## src/rtl/msx_slot_rom_responder_if.sv

```systemverilog
// Slot-bus and FM ROM port bundle for msx_slot_rom_responder.
// The responder takes the slave modport; the bus/ROM side takes the master modport.
interface msx_slot_rom_responder_if;
  logic        bus_reset_n;
  logic        bus_sltsl_n;
  logic        bus_mreq_n;
  logic        bus_rd_n;
  logic [15:0] bus_addr;
  logic [7:0]  bus_data_out;
  logic        bus_data_reverse;
  logic        bus_wait_n;
  logic        fmrom_read;
  logic [14:0] fmrom_addr;
  logic        fmrom_ack;
  logic [7:0]  fmrom_data;
  logic [1:0]  fmrom_state;
  logic [4:0]  fmrom_counter;
  logic        timeout_pulse;

  modport slave (
    input  bus_reset_n, bus_sltsl_n, bus_mreq_n, bus_rd_n, bus_addr,
    input  fmrom_ack, fmrom_data,
    output bus_data_out, bus_data_reverse, bus_wait_n,
    output fmrom_read, fmrom_addr, fmrom_state, fmrom_counter, timeout_pulse
  );

  modport master (
    output bus_reset_n, bus_sltsl_n, bus_mreq_n, bus_rd_n, bus_addr,
    output fmrom_ack, fmrom_data,
    input  bus_data_out, bus_data_reverse, bus_wait_n,
    input  fmrom_read, fmrom_addr, fmrom_state, fmrom_counter, timeout_pulse
  );
endinterface

```

## src/rtl/msx_slot_rom_responder.sv

```systemverilog
// MSX cartridge-slot read responder: syncs slot strobes, fetches from FM ROM, drives the data bus.
// Optional slot WAIT generation during FETCH is enabled by defining MSX_SLOT_WAIT_EN.
module msx_slot_rom_responder #(
  parameter logic [15:0] ADDR_LO        = 16'h4000,
  parameter logic [15:0] ADDR_HI        = 16'hBFFF,
  parameter int          TIMEOUT        = 20,
  parameter int          RELEASE_CYCLES = 2
) (
  input  logic                           ex_clk_27m,
  input  logic                           ex_reset_n,
  msx_slot_rom_responder_if.slave        slot
);

  typedef enum logic [1:0] {
    IDLE    = 2'd0,
    FETCH   = 2'd1,
    DRIVE   = 2'd2,
    RELEASE = 2'd3
  } state_t;

  localparam logic [4:0] TIMEOUT_LAST = 5'(TIMEOUT - 1);
  localparam logic [4:0] RELEASE_LAST = 5'(RELEASE_CYCLES - 1);

  logic [1:0]  reset_sync;
  logic [1:0]  sltsl_sync;
  logic [1:0]  mreq_sync;
  logic [1:0]  rd_sync;

  state_t      state;
  logic [4:0]  counter;
  logic        armed;
  logic        fmrom_read_q;
  logic        reverse_q;
  logic [7:0]  data_out_q;
  logic [14:0] fmrom_addr_q;
  logic        timeout_q;

  logic        act;
  logic        in_window;

  // Sync flops idle high so a local reset never looks like an active strobe.
  always_ff @(posedge ex_clk_27m) begin
    if (!ex_reset_n) begin
      reset_sync <= 2'b11;
      sltsl_sync <= 2'b11;
      mreq_sync  <= 2'b11;
      rd_sync    <= 2'b11;
    end else begin
      reset_sync <= {reset_sync[0], slot.bus_reset_n};
      sltsl_sync <= {sltsl_sync[0], slot.bus_sltsl_n};
      mreq_sync  <= {mreq_sync[0],  slot.bus_mreq_n};
      rd_sync    <= {rd_sync[0],    slot.bus_rd_n};
    end
  end

  assign act       = ~sltsl_sync[1] & ~mreq_sync[1] & ~rd_sync[1];
  assign in_window = (slot.bus_addr >= ADDR_LO) && (slot.bus_addr <= ADDR_HI);

  always_ff @(posedge ex_clk_27m) begin
    if (!ex_reset_n || !reset_sync[1]) begin
      state        <= IDLE;
      counter      <= 5'd0;
      armed        <= 1'b1;
      fmrom_read_q <= 1'b0;
      reverse_q    <= 1'b0;
      data_out_q   <= 8'hFF;
      fmrom_addr_q <= 15'd0;
      timeout_q    <= 1'b0;
    end else begin
      timeout_q <= 1'b0;
      if (!act) armed <= 1'b1;

      case (state)
        IDLE: begin
          if (act && armed && in_window) begin
            fmrom_addr_q <= 15'(slot.bus_addr - ADDR_LO);
            fmrom_read_q <= 1'b1;
            counter      <= 5'd0;
            armed        <= 1'b0;
            state        <= FETCH;
          end
        end
        // Ack wins over abort, abort wins over timeout.
        FETCH: begin
          counter <= counter + 5'd1;
          if (slot.fmrom_ack) begin
            data_out_q   <= slot.fmrom_data;
            fmrom_read_q <= 1'b0;
            reverse_q    <= 1'b1;
            state        <= DRIVE;
          end else if (!act) begin
            fmrom_read_q <= 1'b0;
            counter      <= 5'd0;
            state        <= RELEASE;
          end else if (counter == TIMEOUT_LAST) begin
            data_out_q   <= 8'hFF;
            timeout_q    <= 1'b1;
            fmrom_read_q <= 1'b0;
            reverse_q    <= 1'b1;
            state        <= DRIVE;
          end
        end
        DRIVE: begin
          if (!act) begin
            reverse_q <= 1'b0;
            counter   <= 5'd0;
            state     <= RELEASE;
          end
        end
        RELEASE: begin
          if (counter == RELEASE_LAST) begin
            counter <= 5'd0;
            state   <= IDLE;
          end else begin
            counter <= counter + 5'd1;
          end
        end
        default: state <= IDLE;
      endcase
    end
  end

  assign slot.bus_data_out     = data_out_q;
  assign slot.bus_data_reverse = reverse_q;
  assign slot.fmrom_read       = fmrom_read_q;
  assign slot.fmrom_addr       = fmrom_addr_q;
  assign slot.fmrom_state      = state;
  assign slot.fmrom_counter    = counter;
  assign slot.timeout_pulse    = timeout_q;

`ifdef MSX_SLOT_WAIT_EN
  // State leaves FETCH on ack, timeout, abort and reset alike, so WAIT follows it directly.
  assign slot.bus_wait_n = (state != FETCH);
`else
  assign slot.bus_wait_n = 1'b1;
`endif

endmodule
```

## src/flat_wrapper.sv

```systemverilog
// flat-port wrapper written by rule: the top's interface ports become plain ports
module msx_slot_rom_responder_flat 
#(
  parameter logic [15:0] ADDR_LO        = 16'h4000,
  parameter logic [15:0] ADDR_HI        = 16'hBFFF,
  parameter int          TIMEOUT        = 20,
  parameter int          RELEASE_CYCLES = 2
)
  (ex_clk_27m, ex_reset_n, slot_bus_reset_n, slot_bus_sltsl_n, slot_bus_mreq_n, slot_bus_rd_n, slot_bus_addr, slot_fmrom_ack, slot_fmrom_data, slot_bus_data_out, slot_bus_data_reverse, slot_bus_wait_n, slot_fmrom_read, slot_fmrom_addr, slot_fmrom_state, slot_fmrom_counter, slot_timeout_pulse);
  msx_slot_rom_responder_if slot_i ();
  input  logic ex_clk_27m;
  input  logic ex_reset_n;
  input wire logic [$bits(slot_i.bus_reset_n)-1:0] slot_bus_reset_n;
  input wire logic [$bits(slot_i.bus_sltsl_n)-1:0] slot_bus_sltsl_n;
  input wire logic [$bits(slot_i.bus_mreq_n)-1:0] slot_bus_mreq_n;
  input wire logic [$bits(slot_i.bus_rd_n)-1:0] slot_bus_rd_n;
  input wire logic [$bits(slot_i.bus_addr)-1:0] slot_bus_addr;
  input wire logic [$bits(slot_i.fmrom_ack)-1:0] slot_fmrom_ack;
  input wire logic [$bits(slot_i.fmrom_data)-1:0] slot_fmrom_data;
  output wire logic [$bits(slot_i.bus_data_out)-1:0] slot_bus_data_out;
  output wire logic [$bits(slot_i.bus_data_reverse)-1:0] slot_bus_data_reverse;
  output wire logic [$bits(slot_i.bus_wait_n)-1:0] slot_bus_wait_n;
  output wire logic [$bits(slot_i.fmrom_read)-1:0] slot_fmrom_read;
  output wire logic [$bits(slot_i.fmrom_addr)-1:0] slot_fmrom_addr;
  output wire logic [$bits(slot_i.fmrom_state)-1:0] slot_fmrom_state;
  output wire logic [$bits(slot_i.fmrom_counter)-1:0] slot_fmrom_counter;
  output wire logic [$bits(slot_i.timeout_pulse)-1:0] slot_timeout_pulse;
  assign slot_i.bus_reset_n = slot_bus_reset_n;
  assign slot_i.bus_sltsl_n = slot_bus_sltsl_n;
  assign slot_i.bus_mreq_n = slot_bus_mreq_n;
  assign slot_i.bus_rd_n = slot_bus_rd_n;
  assign slot_i.bus_addr = slot_bus_addr;
  assign slot_i.fmrom_ack = slot_fmrom_ack;
  assign slot_i.fmrom_data = slot_fmrom_data;
  assign slot_bus_data_out = slot_i.bus_data_out;
  assign slot_bus_data_reverse = slot_i.bus_data_reverse;
  assign slot_bus_wait_n = slot_i.bus_wait_n;
  assign slot_fmrom_read = slot_i.fmrom_read;
  assign slot_fmrom_addr = slot_i.fmrom_addr;
  assign slot_fmrom_state = slot_i.fmrom_state;
  assign slot_fmrom_counter = slot_i.fmrom_counter;
  assign slot_timeout_pulse = slot_i.timeout_pulse;
  msx_slot_rom_responder #(.ADDR_LO(ADDR_LO), .ADDR_HI(ADDR_HI), .TIMEOUT(TIMEOUT), .RELEASE_CYCLES(RELEASE_CYCLES)) u_core (.ex_clk_27m(ex_clk_27m), .ex_reset_n(ex_reset_n), .slot(slot_i));
endmodule
```

## config.mk

```make
export PLATFORM = sky130hd
export DESIGN_NAME = msx_slot_rom_responder_flat
export DESIGN_NICKNAME = d
export VERILOG_FILES = /design/src/rtl/msx_slot_rom_responder_if.sv /design/src/rtl/msx_slot_rom_responder.sv /design/src/flat_wrapper.sv
export SDC_FILE = /design/constraint.sdc
export NUM_CORES = 1
export LEC_CHECK = 0
export ABC_AREA = 0
export CAP_MARGIN = 40
export CORE_ASPECT_RATIO = 0.9
export CORE_MARGIN = 4
export CORE_UTILIZATION = 39
export CTS_CLUSTER_DIAMETER = 150
export DETAILED_ROUTE_END_ITERATION = 8
export PLACE_DENSITY = 0.75
export SLEW_MARGIN = 10
export SYNTH_ARGS = -nofsm -noshare
export SYNTH_HDL_FRONTEND = slang
export SYNTH_SLANG_ARGS = --single-unit
```

## constraint.sdc

```tcl
create_clock -name ex_clk_27m -period 1.8 [get_ports ex_clk_27m]
set_clock_uncertainty 0.2 [all_clocks]
set_input_delay 0.36 -clock ex_clk_27m [delete_from_list [all_inputs] [get_ports ex_clk_27m]]
set_output_delay 0.36 -clock ex_clk_27m [all_outputs]
set_load 0.01 [all_outputs]
```

-- Word-level counts from Yosys, hierarchy flattened
Index checks and enable logic that the tools add are counted.
- reduce and logical (&&, ||, !) cells: 18
- equal/unequal tests: 11
- magnitude comparators: 2
- multiplexer cells: 30
- add/subtract/negate cells: 2
- bitwise logic cells: 7
- operator list (operator ; number):
    two-way mux 5 bit ; 5
    two-way mux 8 bit ; 3
    case mux 5 bit (4 select lines) ; 1
    greater-or-equal comparator 16 x 15 -> 1 bit, second input constant ; 1
    less-or-equal comparator 16 bit, second input constant ; 1
    subtractor 15 bit, second input constant ; 1
    two-way mux 1 bit ; 12
    two-way mux 2 bit ; 6
    case mux 2 bit (4 select lines) ; 1
    AND reduction 4 bit ; 2
    nonzero test 2 bit ; 4
    != test 3 x 2 -> 1 bit, second input constant ; 2
    AND reduction 3 bit ; 2
    adder 5 x 1 -> 5 bit, second input constant ; 1
    equality test 5 x 1 -> 1 bit, second input constant ; 1
    equality test 5 bit, second input constant ; 1
    NOT 1 bit ; 5
    equality test 2 bit, second input constant ; 2
    != test 2 x 1 -> 1 bit, second input constant ; 2
    != test 4 bit, second input constant ; 1
    case mux 1 bit (2 select lines) ; 2
    AND reduction 2 bit ; 2
    OR reduction 4 bit ; 1
    logical AND 1 bit ; 3
    6 further kinds ; 8
- input port bits: 31
- register bits: 42
- output and inout port bits: 34
- logic and storage cells: 82

-- Logic depth before layout (Yosys ltp)
- word-level depth: 7
- gate-level depth with buffers: 8
- mapped depth without buffers: 7

-- Least setup slack after synthesis
Ideal clock, no wire load.
- kind: register to register
- start point: register u_core.counter[0], in the netlist u_core.slot.fmrom_counter[0]
- end point: register u_core.state[0], in the netlist u_core.slot.fmrom_state[0]
- stages on the path, launching flop included: 7
- data arrival time: 1.594 ns
- buffers on the path: 0
- slack: -0.073 ns
- required time: 1.521 ns
- cells stage by stage: dfxtp_1 ha_1 nand4bb_1 or3b_4 nand4_4 o21bai_1 a211oi_2
- word-level cells in the longest chain between the ends: 3
- ends and longest elaborated chain (what ; RTL line ; source):
    from (decl) ; msx_slot_rom_responder.sv:30 ; logic [4:0] counter;
    from (signal assigned) ; msx_slot_rom_responder.sv:85 ; counter <= counter + 5'd1;
    from (signal assigned) ; msx_slot_rom_responder.sv:115 ; counter <= counter + 5'd1;
    equality test 5 bit or equality test 5 x 1 -> 1 bit (tied branches) ; msx_slot_rom_responder.sv:95, msx_slot_rom_responder.sv:111 ;
    != test 4 bit (no source line) or != test 2 x 1 -> 1 bit (tied branches) ; -- ;
    AND reduction 4 bit (no source line) * ; -- ;
    to (signal assigned) ; msx_slot_rom_responder.sv:94 ; state <= RELEASE;
    to (signal assigned) ; msx_slot_rom_responder.sv:100 ; state <= DRIVE;
    to (signal assigned) ; msx_slot_rom_responder.sv:107 ; state <= RELEASE;
    to (decl) ; msx_slot_rom_responder.sv:29 ; state_t state;
Mark *: on every way between the ends. The rest lies on a longest branch, timed or not.
A chain may end at the register's enable or synchronous reset.

-- Worst setup path after layout
- start point: register u_core.mreq_sync[1]
- end point: register u_core.state[0], in the netlist u_core.slot.fmrom_state[0]
- word-level cells in the longest chain between the ends: 7
- ends and longest elaborated chain (what ; RTL line ; source):
    from (decl) ; msx_slot_rom_responder.sv:26 ; logic [1:0] mreq_sync;
    from (signal assigned) ; msx_slot_rom_responder.sv:51 ; mreq_sync <= {mreq_sync[0], slot.bus_mreq_n};
    NOT 1 bit * ; msx_slot_rom_responder.sv:56 ; assign act = ~sltsl_sync[1] & ~mreq_sync[1] & ~rd_sync[1];
    bitwise AND 1 bit * (2 in a row) ; msx_slot_rom_responder.sv:56 ;
    logical AND 1 bit (2 in a row) ; msx_slot_rom_responder.sv:75 ; if (act && armed && in_window) begin
    != test 2 x 1 -> 1 bit (no source line) ; -- ;
    AND reduction 4 bit (no source line) ; -- ;
    to (signal assigned) ; msx_slot_rom_responder.sv:80 ; state <= FETCH;
    to (signal assigned) ; msx_slot_rom_responder.sv:90 ; state <= DRIVE;
    to (signal assigned) ; msx_slot_rom_responder.sv:94 ;
Marks and branches as above.

==> metrics <==
status=finished, violations left; failing checks=setup timing; hold crit path type=in -> reg; Setup WS post-layout=-0.05899 ns; 1st-pass router iterations=4; sequential power share=roughly 52%; Seq cells post-synth=42; RePlAce Congestion=~0.83; DRT antenna net count=0; Slew Limit Fails=0; cell total after placement=between 300 and 400; non-filler instance count after layout=340; Synth-to-Final Area Change=62.65%; clock power share=between 40 and 50%; DRT iter0 DRCs=a little under 90; LEAKAGE=approximately 1.1 nW; Skew-Pair Late Insertion Delay=0.29 ns; max cap viols=0; RSZ-0062 raised after global routing=yes; library cells used by synthesis=35; Final Critical Period=1.859 ns; ys flop type=dfxtp_1; P per Cell Area=approximately 650 nW/um^2; antenna cells=0; full die area=around 5500 sq um; most common cell in the netlist=nand2_1; Crit Path Class=reg -> reg; Internal=approximately 1.4 mW; crit path DAT=roughly 1.9 ns; depth of the CTS H-tree=2; Fmax achieved=537.9 MHz; hold path start=slot_bus_addr[14]; nets=about 320; TritonCTS buffer count=5; sequential-to-total area share from yosys stat=49.12%; crit path max fanout=5; share of the synthesized area in the top cell type=49.12%; final WL=between 4000 and 5000 um; Comb power frac=8.0%; Critical Path Start=u_core.mreq_sync[1]$_SDFF_PN1_; Final setup viols=1; row cnt=22; GR Overflow Total=0; Die Y=a little over 70 um; Net Sw Frac=between 20% and 30%; Hold Vio Cnt, Final=0; Port Buffers=63; Critical Path RT=1.81 ns; gr usage total=between 10% and 20%; CTS tree=yes; DR vias=around 1600; Reg2Reg Launch Point=u_core.mreq_sync[1]$_SDFF_PN1_; synthesized area=approximately 1700 sq um; final core utilization=between 60% and 70%; CTS Buffer Depth=2; Vias/cell=between 4 and 5; Setup crit start kind=flop; syn avg cell area=about 8.9 sq um; ys async rst share=0%; Filler Cell Count=approximately 340; Post-DP HPWL=~3100 um; pre-CTS setup slack=-0.4269 ns; Clock Root Buffer=clkbuf_8; Tot Pwr=between 1.5 and 2 mW; Setup crit end kind=flop; leading area contributor after synthesis=dfxtp_1; CTS clk-pin slew, worst paths=roughly 0.08 ns; top post-synthesis cells by count=nand2_1, dfxtp_1, a21oi_1, nand2b_1, o22ai_1; vias in the first global route=around 1500; wire per inst=13.06 um; Cells after Synth=approximately 190; Post-synth EDFFs=0; largest net degree at the start of global routing=15; first-pass GRT wire length=slightly below 7000 um; switching power=around 0.38 mW; Tcrit/Tclk final=103.3%; Syn. warnings=0; DRC viols=0; Max VDD drop=419.5 uV; dominant cells by area after synthesis=dfxtp_1, nand2_1, a21oi_1; Syn Nets=232; IO Pins=65; Placeable Area=a little over 4000 sq um; CTS sink count=42; Starting Density=41.18%; Die W=roughly 78 um; layout cells sized above 1=~22%; initial antenna violation count=0
-- through the flow --
step                area, sq um   TNS (ns)  hold slack, ns
detailed placement         2549     -9.591          0.1968
floorplan                  1725   -0.02878          0.1863
global placement           2549     -9.113          0.1891
finish                     2784   -0.05899          0.2120
CTS                        2711  -0.007122          0.1972
global route               2784    -0.4710          0.2118
-- placed cells by master, fill, tap and decap left out, types with 4 or more instances in the layout --
cell	count
ha_1	4
clkdlybuf4s50_1	53
dfxtp_2	6
dlymetal6s2s_1	5
a21oi_1	19
nor2_1	5
inv_1	4
nand2_1	45
inv_2	4
o21ai_0	4
nand3_1	5
clkbuf_8	5
dlygate4sd2_1	5
nand2b_1	12
buf_4	20
dfxtp_1	35
o22ai_1	10
-- state kept, by name, indices dropped and copies added, names as in the netlist, 2 cells and up --
| signal | count |
|---|---|
| u_core.slot.fmrom_addr | 15 |
| u_core.sltsl_sync | 2 |
| u_core.reset_sync | 2 |
| u_core.rd_sync | 2 |
| u_core.slot.fmrom_state | 2 |
| u_core.slot.bus_data_out | 8 |
| u_core.slot.fmrom_counter | 5 |
| u_core.mreq_sync | 2 |
-- power by group through the flow --
stage          clock (mW)  sequential, mW  combinational (mW)
2_1_floorplan           0           0.963              0.0422
3_3_place_gp            0           0.963               0.136
3_5_place_dp            0           0.963               0.138
4_1_cts             0.745           0.941               0.143
5_1_grt             0.799           0.942               0.157
6_report            0.727           0.940               0.144
-- critical path: stages (launching register included) --
cell	delay (ns)
dfxtp_2	0.32
or3_4	0.41
buf_12	0.15
o21ai_4	0.19
nand4_4	0.13
o21bai_4	0.19
a211oi_2	0.19
-- metal layers --
layer / wire (um) / GRT usage, %
met3: 303 / 5.216
met4: 85 / 7.115
met2: 2185 / 26.14
met5: 0 / 0
met1: 1867 / 18.63
-- cell families after synthesis --
kind of cell             count (synthesis)  share of synthesized area, %
AND/OR/NAND/NOR                         80                         23.47
AO/OA/AOI/OAI                           46                         17.03
flip-flops                              42                         49.12
buffers and inverters                   16                         4.313
adder cells (fa/ha/maj)                  8                         5.848
other                                    1                        0.2191
-- final cells by class --
class                      instances  area, sq um  share of cell area [%]
inverter                           8        30.03                   1.079
clock buffer                       5        68.82                   2.472
sequential                        42        852.1                   30.61
multi-input combinational        135        883.3                   31.73
tap                               60        75.07                   2.697
clock inverter                     3        40.04                   1.438
timing repair buffer              87        834.6                   29.98
-- final timing paths --
path | end | slack (ns) | cells after the start
max | u_core.slot.fmrom_state[0]$_SDFFE_PP0P_ | -0.06 | 6
max reg2reg | u_core.slot.fmrom_state[0]$_SDFFE_PP0P_ | -0.06 | 6
min reg2reg | u_core.sltsl_sync[1]$_SDFF_PN1_ | 0.21 | 1
min | u_core.slot.fmrom_addr[14]$_SDFFE_PP0P_ | 0.21 | 2
-- repair_timing --
item | CTS | global route
resized for setup | 17 | 15
gates cloned | 1 | 0
hold buffers | 0 | 0
setup buffers | 1 | 0
setup endpoints to repair | 27 | 20
pin swaps | 5 | 3
Power figures use the tool's default switching activity.
